**src/rtl/herald_cmd_bridge.sv**
```systemverilog
// herald_cmd_bridge: byte-serial host bridge between the 8-bit pin bus and
// one execution engine. It latches a command and its operands, launches the
// engine, and returns the result bytes or a status byte. An engine timeout
// and a host abort both return the bridge to a known state.
module herald_cmd_bridge #(
  parameter int unsigned OPW     = 24,
  parameter int unsigned RESW    = 72,
  parameter int unsigned TIMEOUT = 1024
) (
  input  logic            clk,
  input  logic            rst_n,
  input  logic [7:0]      bus_din,
  input  logic            wr_strobe,
  input  logic            rd_strobe,
  input  logic            abort_strobe,
  output logic [7:0]      bus_dout,
  output logic [7:0]      eng_cmd,
  output logic [OPW-1:0]  eng_op_a,
  output logic [OPW-1:0]  eng_op_b,
  output logic            eng_start,
  output logic            eng_abort,
  input  logic            dec_legal,
  input  logic [1:0]      dec_nops,
  input  logic [3:0]      dec_nres,
  input  logic            eng_done,
  input  logic [RESW-1:0] eng_res
);

  localparam int unsigned OPB = OPW / 8;
  localparam int unsigned RB  = RESW / 8;
  localparam int unsigned IW  = $clog2(2 * OPB) + 1;
  localparam int unsigned CW  = $clog2(TIMEOUT) + 1;
  localparam logic [3:0]    RB4      = 4'(RB);
  // The abort pulse is registered, so the decision is taken one count early.
  localparam logic [CW-1:0] CNT_LAST = CW'(TIMEOUT - 2);

  typedef enum logic [2:0] {
    S_IDLE, S_DECODE, S_OPERAND, S_WAIT, S_RESULT, S_ERROR
  } state_t;

  state_t          state, state_n;
  logic            wr_prev, rd_prev, ab_prev;
  logic            wr_e, rd_e, ab_e;
  logic [IW-1:0]   bidx, op_last;
  logic [1:0]      nops_r;
  logic [RESW-1:0] res_r;
  logic [3:0]      nbytes, ridx, n_eff;
  logic [CW-1:0]   cnt;
  logic            err, cause, hold;
  logic [7:0]      res_byte, status;

  logic latch_cmd, op_we, start_p, abort_p, capture, set_err, set_cause;
  logic clr_err, rd_load, clr_cnt, clr_bidx;

  assign wr_e    = wr_strobe & ~wr_prev;
  assign rd_e    = rd_strobe & ~rd_prev;
  assign ab_e    = abort_strobe & ~ab_prev;
  assign n_eff   = (dec_nres > RB4) ? RB4 : dec_nres;
  assign op_last = (nops_r == 2'd2) ? IW'(2 * OPB - 1) : IW'(OPB - 1);

  // Select the result byte addressed by the read index.
  always_comb begin
    res_byte = '0;
    for (int unsigned i = 0; i < RB; i++)
      if (ridx == 4'(i)) res_byte = res_r[i*8 +: 8];
  end

  // Status byte: BUSY, RDY, ERR, cause, bytes remaining.
  always_comb begin
    status = {(state == S_DECODE) || (state == S_OPERAND) || (state == S_WAIT),
              (state == S_RESULT), err, err & cause,
              (state == S_RESULT) ? (nbytes - ridx) : 4'd0};
  end

  // State register.
  always_ff @(posedge clk or negedge rst_n) begin
    if (!rst_n) state <= S_IDLE;
    else        state <= state_n;
  end

  // Next-state and control decode; abort overrides every other event.
  always_comb begin
    state_n   = state;
    latch_cmd = 1'b0;
    op_we     = 1'b0;
    start_p   = 1'b0;
    abort_p   = 1'b0;
    capture   = 1'b0;
    set_err   = 1'b0;
    set_cause = 1'b0;
    clr_err   = 1'b0;
    rd_load   = 1'b0;
    clr_cnt   = 1'b0;
    clr_bidx  = 1'b0;
    if (ab_e) begin
      state_n = S_IDLE;
      clr_err = 1'b1;
      abort_p = (state == S_WAIT);
    end else begin
      case (state)
        S_IDLE:
          if (wr_e) begin
            latch_cmd = 1'b1;
            state_n   = S_DECODE;
          end
        S_DECODE:
          if (!dec_legal || dec_nops == 2'd3) begin
            state_n = S_ERROR;
            set_err = 1'b1;
          end else if (dec_nops == 2'd0) begin
            state_n = S_WAIT;
            start_p = 1'b1;
            clr_cnt = 1'b1;
          end else begin
            state_n  = S_OPERAND;
            clr_bidx = 1'b1;
          end
        S_OPERAND:
          if (wr_e) begin
            op_we = 1'b1;
            if (bidx == op_last) begin
              state_n = S_WAIT;
              start_p = 1'b1;
              clr_cnt = 1'b1;
            end
          end
        S_WAIT:
          // eng_done in the launch cycle belongs to no command of ours.
          if (eng_done && !eng_start) begin
            capture = 1'b1;
            state_n = (n_eff == 4'd0) ? S_IDLE : S_RESULT;
          end else if (cnt == CNT_LAST) begin
            state_n   = S_ERROR;
            set_err   = 1'b1;
            set_cause = 1'b1;
            abort_p   = 1'b1;
          end
        S_RESULT:
          if (wr_e) begin
            latch_cmd = 1'b1;
            state_n   = S_DECODE;
          end else if (rd_e) begin
            rd_load = 1'b1;
            if (ridx == nbytes - 4'd1) state_n = S_IDLE;
          end
        S_ERROR: ;
        default: state_n = S_IDLE;
      endcase
    end
  end

  // Datapath: strobe history, command/operand/result latches, counters, bus.
  always_ff @(posedge clk or negedge rst_n) begin
    if (!rst_n) begin
      wr_prev   <= 1'b0;
      rd_prev   <= 1'b0;
      ab_prev   <= 1'b0;
      eng_start <= 1'b0;
      eng_abort <= 1'b0;
      eng_cmd   <= '0;
      eng_op_a  <= '0;
      eng_op_b  <= '0;
      nops_r    <= '0;
      bidx      <= '0;
      cnt       <= '0;
      res_r     <= '0;
      nbytes    <= '0;
      ridx      <= '0;
      err       <= 1'b0;
      cause     <= 1'b0;
      hold      <= 1'b0;
      bus_dout  <= '0;
    end else begin
      wr_prev   <= wr_strobe;
      rd_prev   <= rd_strobe;
      ab_prev   <= abort_strobe;
      eng_start <= start_p;
      eng_abort <= abort_p;
      if (latch_cmd) eng_cmd <= bus_din;
      if (state == S_DECODE) nops_r <= dec_nops;
      if (clr_bidx)   bidx <= '0;
      else if (op_we) bidx <= bidx + IW'(1);
      if (op_we) begin
        for (int unsigned i = 0; i < OPB; i++) begin
          if (bidx == IW'(i))       eng_op_a[i*8 +: 8] <= bus_din;
          if (bidx == IW'(OPB + i)) eng_op_b[i*8 +: 8] <= bus_din;
        end
      end
      if (clr_cnt)              cnt <= '0;
      else if (state == S_WAIT) cnt <= cnt + CW'(1);
      if (capture) begin
        res_r  <= eng_res;
        nbytes <= n_eff;
        ridx   <= '0;
      end else if (rd_load) begin
        ridx <= ridx + 4'd1;
      end
      if (clr_err) begin
        err <= 1'b0;
      end else if (set_err) begin
        err   <= 1'b1;
        cause <= set_cause;
      end
      // A read byte stays on the bus while the host keeps rd_strobe high.
      if (rd_load) begin
        bus_dout <= res_byte;
        hold     <= 1'b1;
      end else if (!(hold && rd_strobe)) begin
        bus_dout <= status;
        hold     <= 1'b0;
      end
    end
  end

endmodule
```
**config.mk**
```make
export PLATFORM = sky130hd
export DESIGN_NAME = herald_cmd_bridge
export DESIGN_NICKNAME = d
export VERILOG_FILES = /design/src/rtl/herald_cmd_bridge.sv
export SDC_FILE = /design/constraint.sdc
export NUM_CORES = 1
export LEC_CHECK = 0
export ABC_AREA = 1
export BUFFER_PORTS_ARGS = -buffer_cell sky130_fd_sc_hd__buf_2
export CORE_ASPECT_RATIO = 2
export CORE_UTILIZATION = 30
export CTS_CLUSTER_SIZE = 12
export DETAILED_ROUTE_END_ITERATION = 10
export GPL_ROUTABILITY_DRIVEN = 1
export GPL_TIMING_DRIVEN = 0
export PLACE_DENSITY = 0.45
export SYNTH_ARGS = -nofsm -noshare
export SYNTH_HDL_FRONTEND = slang
export SYNTH_SLANG_ARGS = --single-unit
```
**constraint.sdc**
```tcl
create_clock -name clk -period 2.2 [get_ports clk]
set_input_delay 0.33 -clock clk [delete_from_list [all_inputs] [get_ports clk]]
set_output_delay 0.33 -clock clk [all_outputs]
set_load 0.01 [all_outputs]
```
Word-level counts from Yosys, hierarchy flattened
Cells that the tools add are included.
{"block": "op_classes", "addsub": 5, "order_cmp": 1, "eq_ne": 31, "mux": 68, "bitwise_logic": 8, "n_reduce_logical": 25}
{"operator": "$mux 8", "count": 11}
{"operator": "$mux 3", "count": 12}
{"operator": "$mux 1", "count": 34}
{"operator": "$eq 4x3->1 const B", "count": 6}
{"operator": "$mux 4", "count": 6}
{"operator": "$mux 11", "count": 2}
{"operator": "$pmux 3 s6", "count": 1}
{"operator": "$eq 4x2->1 const B", "count": 4}
{"operator": "$reduce_and 2->1", "count": 7}
{"operator": "$logic_not 4->1", "count": 3}
{"operator": "$add 11x1->11 const B", "count": 1}
{"operator": "$eq 11x10->1 const B", "count": 1}
{"operator": "$add 4x1->4 const B", "count": 2}
{"operator": "$eq 4x1->1 const B", "count": 2}
{"operator": "$ne 4x4->1 const B", "count": 2}
{"operator": "$reduce_bool 2->1", "count": 4}
{"operator": "$reduce_and 7->1", "count": 1}
{"operator": "$eq 3x2->1 const B", "count": 2}
{"operator": "$eq 3x3->1 const B", "count": 2}
{"operator": "$ne 3x3->1 const B", "count": 2}
{"operator": "$and 1x1->1", "count": 4}
{"operator": "$eq 2x2->1 const B", "count": 2}
{"operator": "$eq 4x3->1", "count": 1}
{"operator": "$eq 4x4->1", "count": 1}
{"operator": "other kinds (16)", "count": 25}
{"block": "totals", "register_bits": 172, "inputBits": 93, "output_inout_bits": 66, "word_cells": 161}

Depth between registers and ports, before layout
Gate-level depths: netlist of run 1.
{"block": "logic_depth", "word_depth": 11, "depth_mapped": 16, "depth_no_buf": 16}

Worst setup path before layout of run 1
Ideal clock, no wire load.
{"block": "synth_path", "path_type": "reg-to-reg", "from": "register ridx[1]", "to": "register bus_dout[0]", "setup_ns": 0.077, "arrival_ns": 1.872, "slack_ns": 0.251, "path_stages_with_launch": 17, "synth_period_minus_slack_ns": 1.949, "path_cell_list": "dfrtp_1 inv_1 ha_1 clkbuf_1 nor2_1 nand3_1 nand2_1 nand2_1 nand2_1 nand2_1 nand2_1 nand2_1 nand2_1 nand2_1 nand2_1 nand2_1 a21oi_1"}
{"block": "synth_via", "elab_chain_cells": 11}
{"element": "start: declaration", "line_no": "47", "rtl": "logic [3:0] nbytes, ridx, n_eff;"}
{"element": "start signal: assignment", "line_no": "196", "rtl": "ridx <= ridx + 4'd1;"}
{"element": "$logic_not 4->1", "line_no": "65", "rtl": "if (ridx == 4'(i)) res_byte = res_r[i*8 +: 8];"}
{"element": "$mux 8 (8 in series)", "line_no": "65"}
{"element": "$mux 8 *", "line_no": "65"}
{"element": "$mux 8 *", "line_no": "205", "rtl": "if (rd_load) begin"}
{"element": "end signal: assignment", "line_no": "206", "rtl": "bus_dout <= res_byte;"}
{"element": "end signal: assignment", "line_no": "209", "rtl": "bus_dout <= status;"}
{"element": "end: declaration", "line_no": "16", "rtl": "output logic [7:0] bus_dout,"}
Mark *: on every way between the ends. The rest lies on a longest branch, timed or not.
A chain may end at the register's enable or synchronous reset.

Worst setup path in the final report of run 1
{"block": "layout_path", "from": "register ridx[2]", "to": "register bus_dout[6]"}
Same word-level chain as after synthesis.

==> impl_metrics.csv, run 1 <==
group,metric,value,unit
outcome,status,"finished, final reports clean",
placed_design,gp_congestion,0.820,
logic_synthesis,synthFlopType,"dfrtp_1",
logic_synthesis,synth.top_cells.by_count,"nand2_1 (327), dfrtp_1 (172), o21ai_0 (121)",
job,drv_cap,0,
global_route,use_met3,4.22,%
logic_synthesis,synth_area_leaders,"dfrtp_1 (54%), nand2_1 (15%), o21ai_0 (7.6%)",
timing,finalCriticalPeriod,2.11,ns
detailed_routing,detail-route-antenna-nets,0,
logic_synthesis,synth_top_cell_area_share,54.1,%
global_route,grtUsageMet1,18.7,%
clocking,h-tree-depth,4,
min_path,hold_end,"rd_prev",
timing,fin_crit_sh,96.0,%
detailed_routing,vias_per_cell,4.53,
timing,drv_slew,0,
global_route,grt_use_total,19.1,%
clocking,cts_tree,"done",
timing,tightest_slew,0.642,ns
critical_path,crit_arrival,2.49,ns
floorplanning,dieHeight,232,um
global_route,grt_pass1_wl,38.0,mm
clocking,cts_buffers,17,
floorplanning,ios,159,
logic_synthesis,ys_seq_area_share,54.1,%
critical_path,r2r.worst_path.cells,13,
floorplanning,initial_core_util,30.4,%
power_and_ir_drop,max-vdd-ir-drop,0.000692,V
critical_path,r2r_slack,0.09,ns
logic_synthesis,synth.largest_area_cell,"dfrtp_1",
finish,finalNetCount,1279,
timing,whs,0.0785,ns
timing,finalHoldViolations,0,
timing,relSlewSlack,57.2,%
global_route,met2_usage,36.6,%
critical_path,reg2reg_to,"bus_dout[6]",
critical_path,slowest_delay,0.36,ns
finish,drive_gt1_share,21.8,%
clocking,cts_buffer_depth,2,
power_and_ir_drop,powerDensity,1240,nW/um^2
global_route,grt_pass1_vias,7056,
logic_synthesis,synth_edf_count,0,
timing,setup_viol_count_final,0,
timing,fmax,474,MHz
clocking,path_clk_slew,0.06,ns
placed_design,dp_hpwl,18.6,mm
finish,fin_area,10100,sq um
power_and_ir_drop,power.leakage,5.28,nW
critical_path,cp_num_buf_inv,2,
logic_synthesis,synth_area,7960,sq um
placed_design,pre_cts_ws,-0.701,ns
floorplanning,die_w,117,um
min_path,hp-class,"primary input to flip-flop",
timing,skew,0.00876,ns
finish,syn2layout_area_growth,26.9,%
finish,diodes,0,
critical_path,worst_path_most_repeated_cell,"nand2_1",
placed_design,port_buffers,158,
detailed_routing,drt_first_pass_iters,5,
detailed_routing,post-route-drc-count,0,
critical_path,path_cells,"clkbuf_4 -> nor2_4 -> clkbuf_4 -> nand3_1 -> nand3_1 -> nand2_1 -> nand3b_1 -> nand2_1 -> nand2_1 -> nand2_1 -> nand2_1 -> nand2_1 -> a21oi_1",
global_route,antenna_found_initial,0,
logic_synthesis,ys_seq_elements,172,
min_path,hp-start,"rd_strobe",
detailed_routing,wire_per_inst,15.9,um
logic_synthesis,yosysWarningCount,0,
detailed_routing,vias,6907,
min_path,whs_path_depth,1,
logic_synthesis,syn_nets,1086,
critical_path,endpoint_kind,"flip-flop",
critical_path,cp_max_fo,10,
critical_path,r2r_start,"ridx[2]",
logic_synthesis,ys_types,32,
critical_path,crit_path_start_kind,"flip-flop",
global_route,gr-total-overflow,0,
critical_path,crit_slowest_cell,"dfrtp_1",
detailed_routing,drtIter0Drc,333,
clocking,cts_sinks,172,
clocking,clk_latency,0.45,ns
timing,timing.final.ws_setup,0.0882,ns
placed_design,post_dp_cell_area,9220,sq um
clocking,root_buffer,"clkbuf_16",
global_route,top_usage_layer,"met2",
logic_synthesis,synthCells,978,
power_and_ir_drop,power,12.6,mW
logic_synthesis,synth_most_common_cell,"nand2_1",
critical_path,path_delay_family,"simple AND/OR/NAND/NOR gates",
logic_synthesis,avgSynthCellArea,8.14,sq um
floorplanning,dieArea,27200,sq um
floorplanning,fp-row-count,84,
critical_path,worstPathRequired,2.58,ns
detailed_routing,routed_wl,24.3,mm
global_route,grt_max_degree,96,
floorplanning,core,26200,sq um
logic_synthesis,synthArstFlopShare,100,%
critical_path,critical_path_class,"flip-flop to flip-flop",
[through the flow]
step | setup TNS, ns | util (%) | std cells
4_1_cts | -1.14 | 37.8 | 1519
6_report | 0 | 38.6 | 1526
3_5_place_dp | -28.83 | 35.2 | 1481
5_1_grt | -0.00315 | 38.6 | 1526
2_1_floorplan | 0 | - | 978
3_3_place_gp | -416.61 | 35.1 | 1480
[repair_timing]
action / CTS / global route
hold endpoints to repair: 79 / 0
gates cloned: 0 / 0
setup endpoints to repair: 116 / 58
pin swaps: 5 / 7
hold buffers: 3 / 0
resized for setup: 18 / 46
setup buffers: 7 / 7
[sequential cells by signal (all words and copies together), names as in the netlist, 2 cells and up]
register,cells
nops_r,2
state,3
bidx,4
eng_cmd,8
bus_dout,8
eng_op_b,24
ridx,4
nbytes,4
eng_op_a,24
res_r,72
cnt,11
[cells in the final DEF, fill, tap and decap left out, drive strengths merged]
| master | instances |
|---|---|
| xor2 | 6 |
| inv | 111 |
| o21ai | 121 |
| nor4 | 2 |
| a211oi | 3 |
| clkbuf | 51 |
| nor3 | 14 |
| o21a | 4 |
| a31oi | 3 |
| clkinv | 2 |
| a21oi | 37 |
| clkinvlp | 1 |
| nor2 | 59 |
| ha | 14 |
| nand3b | 8 |
| o31ai | 1 |
| xnor2 | 4 |
| nand4 | 6 |
| dfrtp | 172 |
| dlygate4sd3 | 3 |
| o22ai | 2 |
| buf | 181 |
| fa | 1 |
| or2 | 3 |
| nand2 | 327 |
| bufinv | 1 |
| a221oi | 1 |
| nand3 | 44 |
[where the power goes]
group	total (mW)	switching, mW	leakage [nW]	internal, mW
clock network	2.90	1.24	0.262	1.67
logic	4.55	2.83	2.83	1.72
registers	5.11	0.720	2.19	4.39
total	12.6	4.78	5.28	7.78
[routing by layer]
metal	share of wire, %	wire length (um)
met3	4.2	1030
met2	57	13900
met4	3.1	752
met1	36	8680
met5	0	0
[worst max path at each step]
stage / from / end / depth (start not counted)
after CTS: state[2] / eng_op_a[21] / 10
after global routing: ridx[2] / bus_dout[6] / 14
after global placement: rst_n / wr_prev / 1
after floorplan: ridx[1] / bus_dout[0] / 16
final: ridx[2] / bus_dout[6] / 13
after detailed placement: ridx[1] / bus_dout[5] / 13
[cell families (layout without fill, tap and decap cells)]
| logic type | Yosys count | in the layout | synth area share, % |
|---|---|---|---|
| compound gates | 172 | 172 | 11.2 |
| xor+xnor | 10 | 10 | 1.10 |
| fa+ha+maj | 15 | 15 | 2.45 |
| buf+inv | 146 | 350 | 7.09 |
| flops | 172 | 172 | 54.1 |
| simple gates | 463 | 463 | 24.1 |
[area by class of cell]
cell class | instances | area [sq um]
buffer | 30 | 146
fill | 2780 | 16100
sequential | 172 | 4310
timing repair buffer | 176 | 980
inverter | 114 | 438
clock buffer | 29 | 510
multi-input combinational | 660 | 3260
clock inverter | 1 | 30.0
tap | 344 | 430
Power figures use the tool's default switching activity.
==> run 2, diff against run 1 <==
ABC_AREA = default   (was 1)
==> impl_metrics.csv, run 2 <==
group,metric,value,unit
global_route,grt_pass1_vias,6155,
timing,relSlewSlack,55.0,%
power_and_ir_drop,max-vdd-ir-drop,0.000527,V
placed_design,post_dp_cell_area,9140,sq um
logic_synthesis,ys_seq_area_share,54.6,%
clocking,root_buffer,"clkbuf_16",
critical_path,worstPathRequired,2.56,ns
global_route,grt_max_degree,91,
critical_path,crit_path_start_kind,"flip-flop",
min_path,hp-class,"primary input to flip-flop",
timing,setup_viol_count_final,0,
logic_synthesis,yosysWarningCount,0,
clocking,h-tree-depth,4,
logic_synthesis,synth_most_common_cell,"dfrtp_1",
finish,top_register,"res_r",
clocking,cts_buffers,17,
floorplanning,dieArea,27000,sq um
timing,rsz0062_at_grt,"yes",
timing,tightest_slew,0.675,ns
detailed_routing,wire_per_inst,19.2,um
critical_path,critical_path_class,"flip-flop to flip-flop",
detailed_routing,post-route-drc-count,0,
logic_synthesis,synth_area_leaders,"dfrtp_1 (55%), mux2_2 (19%), ha_1 (2.2%)",
global_route,antenna_found_initial,0,
logic_synthesis,synthArstFlopShare,100,%
finish,largest_reg_flops,72,
logic_synthesis,synth_area,7890,sq um
placed_design,dp_hpwl,17.6,mm
power_and_ir_drop,internal_power,8.51,mW
logic_synthesis,ys_types,61,
floorplanning,dieHeight,231,um
floorplanning,initial_core_util,30.6,%
logic_synthesis,synth.largest_area_cell,"dfrtp_1",
finish,mostFrequentLayoutCell,"dfrtp_1",
timing,drv_slew,0,
timing,fin_crit_sh,99.8,%
floorplanning,core,25800,sq um
logic_synthesis,synth_top_cell_area_share,54.6,%
finish,finalNetCount,952,
global_route,gr-total-overflow,0,
finish,syn2layout_area_growth,29.0,%
logic_synthesis,ys_seq_elements,172,
clocking,path_clk_slew,0.07,ns
power_and_ir_drop,switchingPower,4.47,mW
timing,fmax,455,MHz
detailed_routing,drt_first_pass_iters,4,
clocking,cts_tree,"done",
power_and_ir_drop,power,13.0,mW
job,drv_cap,0,
power_and_ir_drop,p_sw_share,34.4,%
finish,fin_area,10200,sq um
floorplanning,die_w,117,um
global_route,grt_pass1_wl,34.9,mm
finish,reg_top3,"res_r x72, eng_op_a x24, eng_op_b x24",
detailed_routing,routed_wl,23.0,mm
finish,final_cell_mix,"dfrtp_1 (170), buf_2 (163), mux2_2 (131)",
power_and_ir_drop,powerDensity,1280,nW/um^2
finish,drive_gt1_share,47.0,%
power_and_ir_drop,combPwrFrac,36.7,%
critical_path,endpoint_kind,"flip-flop",
logic_synthesis,synthFlopType,"dfrtp_1",
logic_synthesis,synth.top_cells.by_count,"dfrtp_1 (172), mux2_2 (131), nor2_1 (40)",
clocking,cts_sinks,172,
power_and_ir_drop,p_clk_share,24.6,%
critical_path,crit_arrival,2.56,ns
clocking,cts_buffer_depth,2,
power_and_ir_drop,power.leakage,4.79,nW
power_and_ir_drop,seqPwrFrac,38.8,%
timing,finalHoldViolations,0,
placed_design,gp_congestion,0.869,
clocking,clk_latency,0.45,ns
outcome,status,"finished, final reports clean",
finish,diodes,0,
logic_synthesis,syn_nets,754,
detailed_routing,vias_per_cell,4.84,
global_route,grt_use_total,18.0,%
logic_synthesis,synth_edf_count,0,
floorplanning,fp-row-count,83,
placed_design,port_buffers,158,
detailed_routing,detail-route-antenna-nets,0,
detailed_routing,vias,5791,
logic_synthesis,avgSynthCellArea,12.2,sq um
detailed_routing,drtIter0Drc,178,
critical_path,cp_max_fo,10,
timing,skew,0.00914,ns
timing,finalCriticalPeriod,2.20,ns
floorplanning,ios,159,
logic_synthesis,synthCells,646,
-- run 2: changes by cell type after synthesis, sizes merged, moves of 9 or more --
cell    change
o21ai     -105
nand2     -287
a221oi     +10
clkbuf     -10
nand3      -30
mux2      +132
xnor2      +14
buf         +9
nor2       -19
a21oi      -14
inv        -96
-- run 2: worst max-delay path: stages (launching register included) --
cell      delay, ns
dfrtp_2        0.48
ha_1           0.26
clkbuf_2       0.21
or3_1          0.42
nor3_2         0.34
o22ai_1        0.20
a32oi_1        0.20
-- run 2: cell families (layout without fill, tap and decap cells) --
kind of cell	Yosys count	after routing	synth area share, %
flip-flops	172	172	54.6
adder cells (fa/ha/maj)	15	15	2.47
XOR/XNOR	23	23	2.55
buffers and inverters	47	258	2.59
multiplexers	134	134	19.1
AND/OR/NAND/NOR	156	156	10.1
AO/OA/AOI/OAI	99	99	8.58
-- run 2: area by class of cell --
type	count	area, sq um
fill	2645	15600
tap	340	425
clock buffer	22	484
timing repair buffer	180	996
multi-input combinational	427	3550
buffer	30	214
sequential	172	4310
clock inverter	10	138
inverter	16	60.1
-- run 2: repair_timing --
item	CTS	global route
endpoints found under the hold margin	85	0
endpoints found under the setup margin	113	112
pin swaps	3	6
setup buffers	5	12
resized for setup	41	27
hold buffers	4	0
-- run 2: layer usage --
metal	global-route usage (%)	part of all wire (%)	vias up
met3	4.13	4.7	41
met1	16.4	33	2844
li1	-	-	2728
met2	34.8	58	178
met5	0	0	-
met4	10.6	4.1	0
-- run 2: worst paths after layout --
| check | endpoint | slack [ns] | startpoint | cells past startpoint |
|---|---|---|---|---|
| min | res_r[20] | 0.11 | eng_res[20] | 2 |
| max reg2reg | bus_dout[5] | 0.004 | ridx[0] | 6 |
| min in group asynchronous | eng_op_a[12] | 0.46 | rst_n | 2 |
| max | bus_dout[5] | 0.004 | ridx[0] | 6 |
| min reg2reg | eng_op_a[5] | 0.50 | eng_op_a[5] | 1 |
| max in group asynchronous | ridx[1] | 0.83 | rst_n | 3 |
-- run 2: power by group through the flow --
stage          Combinational [mW]  Clock, mW  Sequential [mW]
2_1_floorplan                2.82          0             4.93
4_1_cts                      4.51       3.30             5.05
5_1_grt                      5.20       3.41             5.19
3_5_place_dp                 4.28          0             5.08
6_report                     4.76       3.19             5.03
3_3_place_gp                 4.23          0             5.06
-- run 2: through the flow --
stage          TNS [ns]  setup WS, ns  hold WS [ns]  util [%]  instances
2_1_floorplan         0        0.0323        0.0344         -        646
3_3_place_gp    -417.17         -2.20         0.466      35.3       1144
3_5_place_dp     -41.86        -0.851         0.390      35.5       1145
4_1_cts          -0.146       -0.0836        0.0793      38.7       1185
5_1_grt         -0.0287       -0.0277        0.0849      39.5       1197
6_report              0       0.00405         0.106      39.5       1197
==> run 3, diff against run 2 <==
BUFFER_PORTS_ARGS = default   (was -buffer_cell sky130_fd_sc_hd__buf_2)
DONT_BUFFER_PORTS = 1   (was default)
PLACE_DENSITY = 0.4   (was 0.45)
==> impl_metrics.csv, run 3 (synthesized netlist as in run 2, its figures left out) <==
group,metric,value,unit
power_and_ir_drop,seqPwrFrac,42.2,%
clocking,cts_tree,"done",
detailed_routing,routed_wl,22.7,mm
timing,whs,-0.421,ns
timing,tightest_slew,0.589,ns
timing,setup_viol_count_final,1,
global_route,gr-total-overflow,0,
finish,final_util,37.4,%
finish,reg_top3,"res_r x72, eng_op_a x24, eng_op_b x24",
floorplanning,core,25800,sq um
detailed_routing,detail-route-antenna-nets,0,
timing,rsz0062_at_grt,"yes",
placed_design,pre_cts_ws,-0.830,ns
finish,top_register,"res_r",
finish,final_cells,1078,
global_route,grt_pass1_vias,5836,
critical_path,crit_arrival,2.60,ns
timing,timing.final.ws_setup,-0.0447,ns
job,drv_cap,0,
power_and_ir_drop,p_clk_share,22.8,%
power_and_ir_drop,power,12.3,mW
power_and_ir_drop,p_sw_share,36.1,%
global_route,antenna_found_initial,1,
outcome,violations,"hold timing, setup timing",
clocking,cts_sinks,172,
placed_design,port_buffers,0,
finish,mostFrequentLayoutCell,"dfrtp_1",
detailed_routing,post-route-drc-count,0,
finish,fin_area,9640,sq um
clocking,root_buffer,"clkbuf_16",
critical_path,worstPathRequired,2.56,ns
clocking,clk_latency,0.45,ns
floorplanning,initial_core_util,30.6,%
power_and_ir_drop,internal_power,7.88,mW
floorplanning,dieHeight,231,um
power_and_ir_drop,power.leakage,4.18,nW
power_and_ir_drop,combPwrFrac,35.0,%
finish,syn2layout_area_growth,22.2,%
detailed_routing,vias_per_cell,5.01,
detailed_routing,drt_first_pass_iters,4,
clocking,path_clk_slew,0.07,ns
floorplanning,fp-row-count,83,
global_route,met2_usage,34.2,%
critical_path,critical_path_class,"flip-flop to flip-flop",
outcome,status,"finished, violations left",
detailed_routing,vias,5396,
finish,drive_gt1_share,31.8,%
placed_design,dp.cells,986,
clocking,cts_buffer_depth,2,
detailed_routing,wire_per_inst,21.0,um
timing,fin_crit_sh,102,%
global_route,top_usage_layer,"met2",
timing,finalHoldViolations,172,
finish,diodes,0,
min_path,hp-class,"primary input to asynchronous set/reset pin",
placed_design,post_dp_cell_area,8310,sq um
placed_design,dp_hpwl,16.7,mm
finish,final_cell_mix,"dfrtp_1 (170), mux2_2 (131), dlygate4sd3_1 (50)",
floorplanning,ios,159,
finish,finalNetCount,834,
global_route,use_met3,5.60,%
clocking,h-tree-depth,4,
placed_design,gp_congestion,0.861,
timing,fin_tns_setup,-0.0447,ns
timing,finalCriticalPeriod,2.24,ns
timing,relSlewSlack,60.4,%
power_and_ir_drop,powerDensity,1280,nW/um^2
power_and_ir_drop,max-vdd-ir-drop,0.000559,V
critical_path,cp_max_fo,10,
critical_path,crit_path_start_kind,"flip-flop",
floorplanning,die_w,117,um
timing,drv_slew,0,
critical_path,endpoint_kind,"flip-flop",
timing,skew,0.0111,ns
global_route,grt_use_total,17.7,%
finish,largest_reg_flops,72,
timing,fmax,445,MHz
global_route,grtUsageMet1,15.7,%
power_and_ir_drop,switchingPower,4.44,mW
global_route,grt_max_degree,173,
clocking,cts_buffers,17,
floorplanning,dieArea,27000,sq um
global_route,grt_pass1_wl,34.3,mm
detailed_routing,drtIter0Drc,152,
## run 3: cell count changes in the layout (fill, tap and decap cells not counted), moves of 3 or more
cell	change
bufinv_16	-3
clkinvlp_4	+4
dlygate4sd3_1	+46
ha_1	+3
clkinv_2	-3
ha_4	-3
buf_4	-3
buf_2	-156
## run 3: cell type report
type / instances / area [sq um]
flip-flops and latches: 172 / 4310
well taps: 340 / 425
inverters: 16 / 60.1
clock inverters: 11 / 88.8
clock buffers: 20 / 457
fillers: 2648 / 16100
repair buffers: 62 / 591
plain buffers: 30 / 203
multi-input cells: 427 / 3510
## run 3: worst paths after layout
| check | start | slack (ns) | depth (start not counted) | to |
|---|---|---|---|---|
| max | ridx[1] | -0.04 | 7 | bus_dout[4] |
| min | rst_n | -0.42 | 0 | cnt[4] |
| max reg2reg | ridx[1] | -0.04 | 7 | bus_dout[4] |
| min reg2reg | res_r[35] | 0.51 | 1 | res_r[35] |
| max in group asynchronous | rst_n | 2.37 | 0 | res_r[4] |
| min in group clk | bus_din[2] | 0.03 | 1 | eng_op_a[18] |
## run 3: what timing repair did
item / in CTS / in global routing
pin swaps: 6 / 5
setup buffers: 4 / 8
gates resized for setup: 46 / 11
hold buffers: 43 / 7
hold endpoints to repair: 228 / 180
endpoints found under the setup margin: 106 / 95
## run 3: layer usage
layer  up-vias  routed length (um)
met1      2713                7410
li1       2485                   -
met3        44                1250
met2       154               13000
met4         0                 979
met5         -                   0
## run 3: worst max-delay path, stage by stage, from the launching register on
cell	delay, ns
dfrtp_2	0.46
inv_2	0.11
ha_2	0.33
clkbuf_8	0.24
a221oi_1	0.14
o31ai_2	0.31
nand4_1	0.31
a32oi_1	0.25
## run 3: power groups by stage
stage	clock network (mW)	logic [mW]	registers, mW
final	2.81	4.31	5.20
after global routing	3.04	4.68	5.37
after CTS	2.93	4.22	5.21
after detailed placement	0	3.82	5.27
after global placement	0	3.75	5.23
after floorplan	0	2.82	4.93
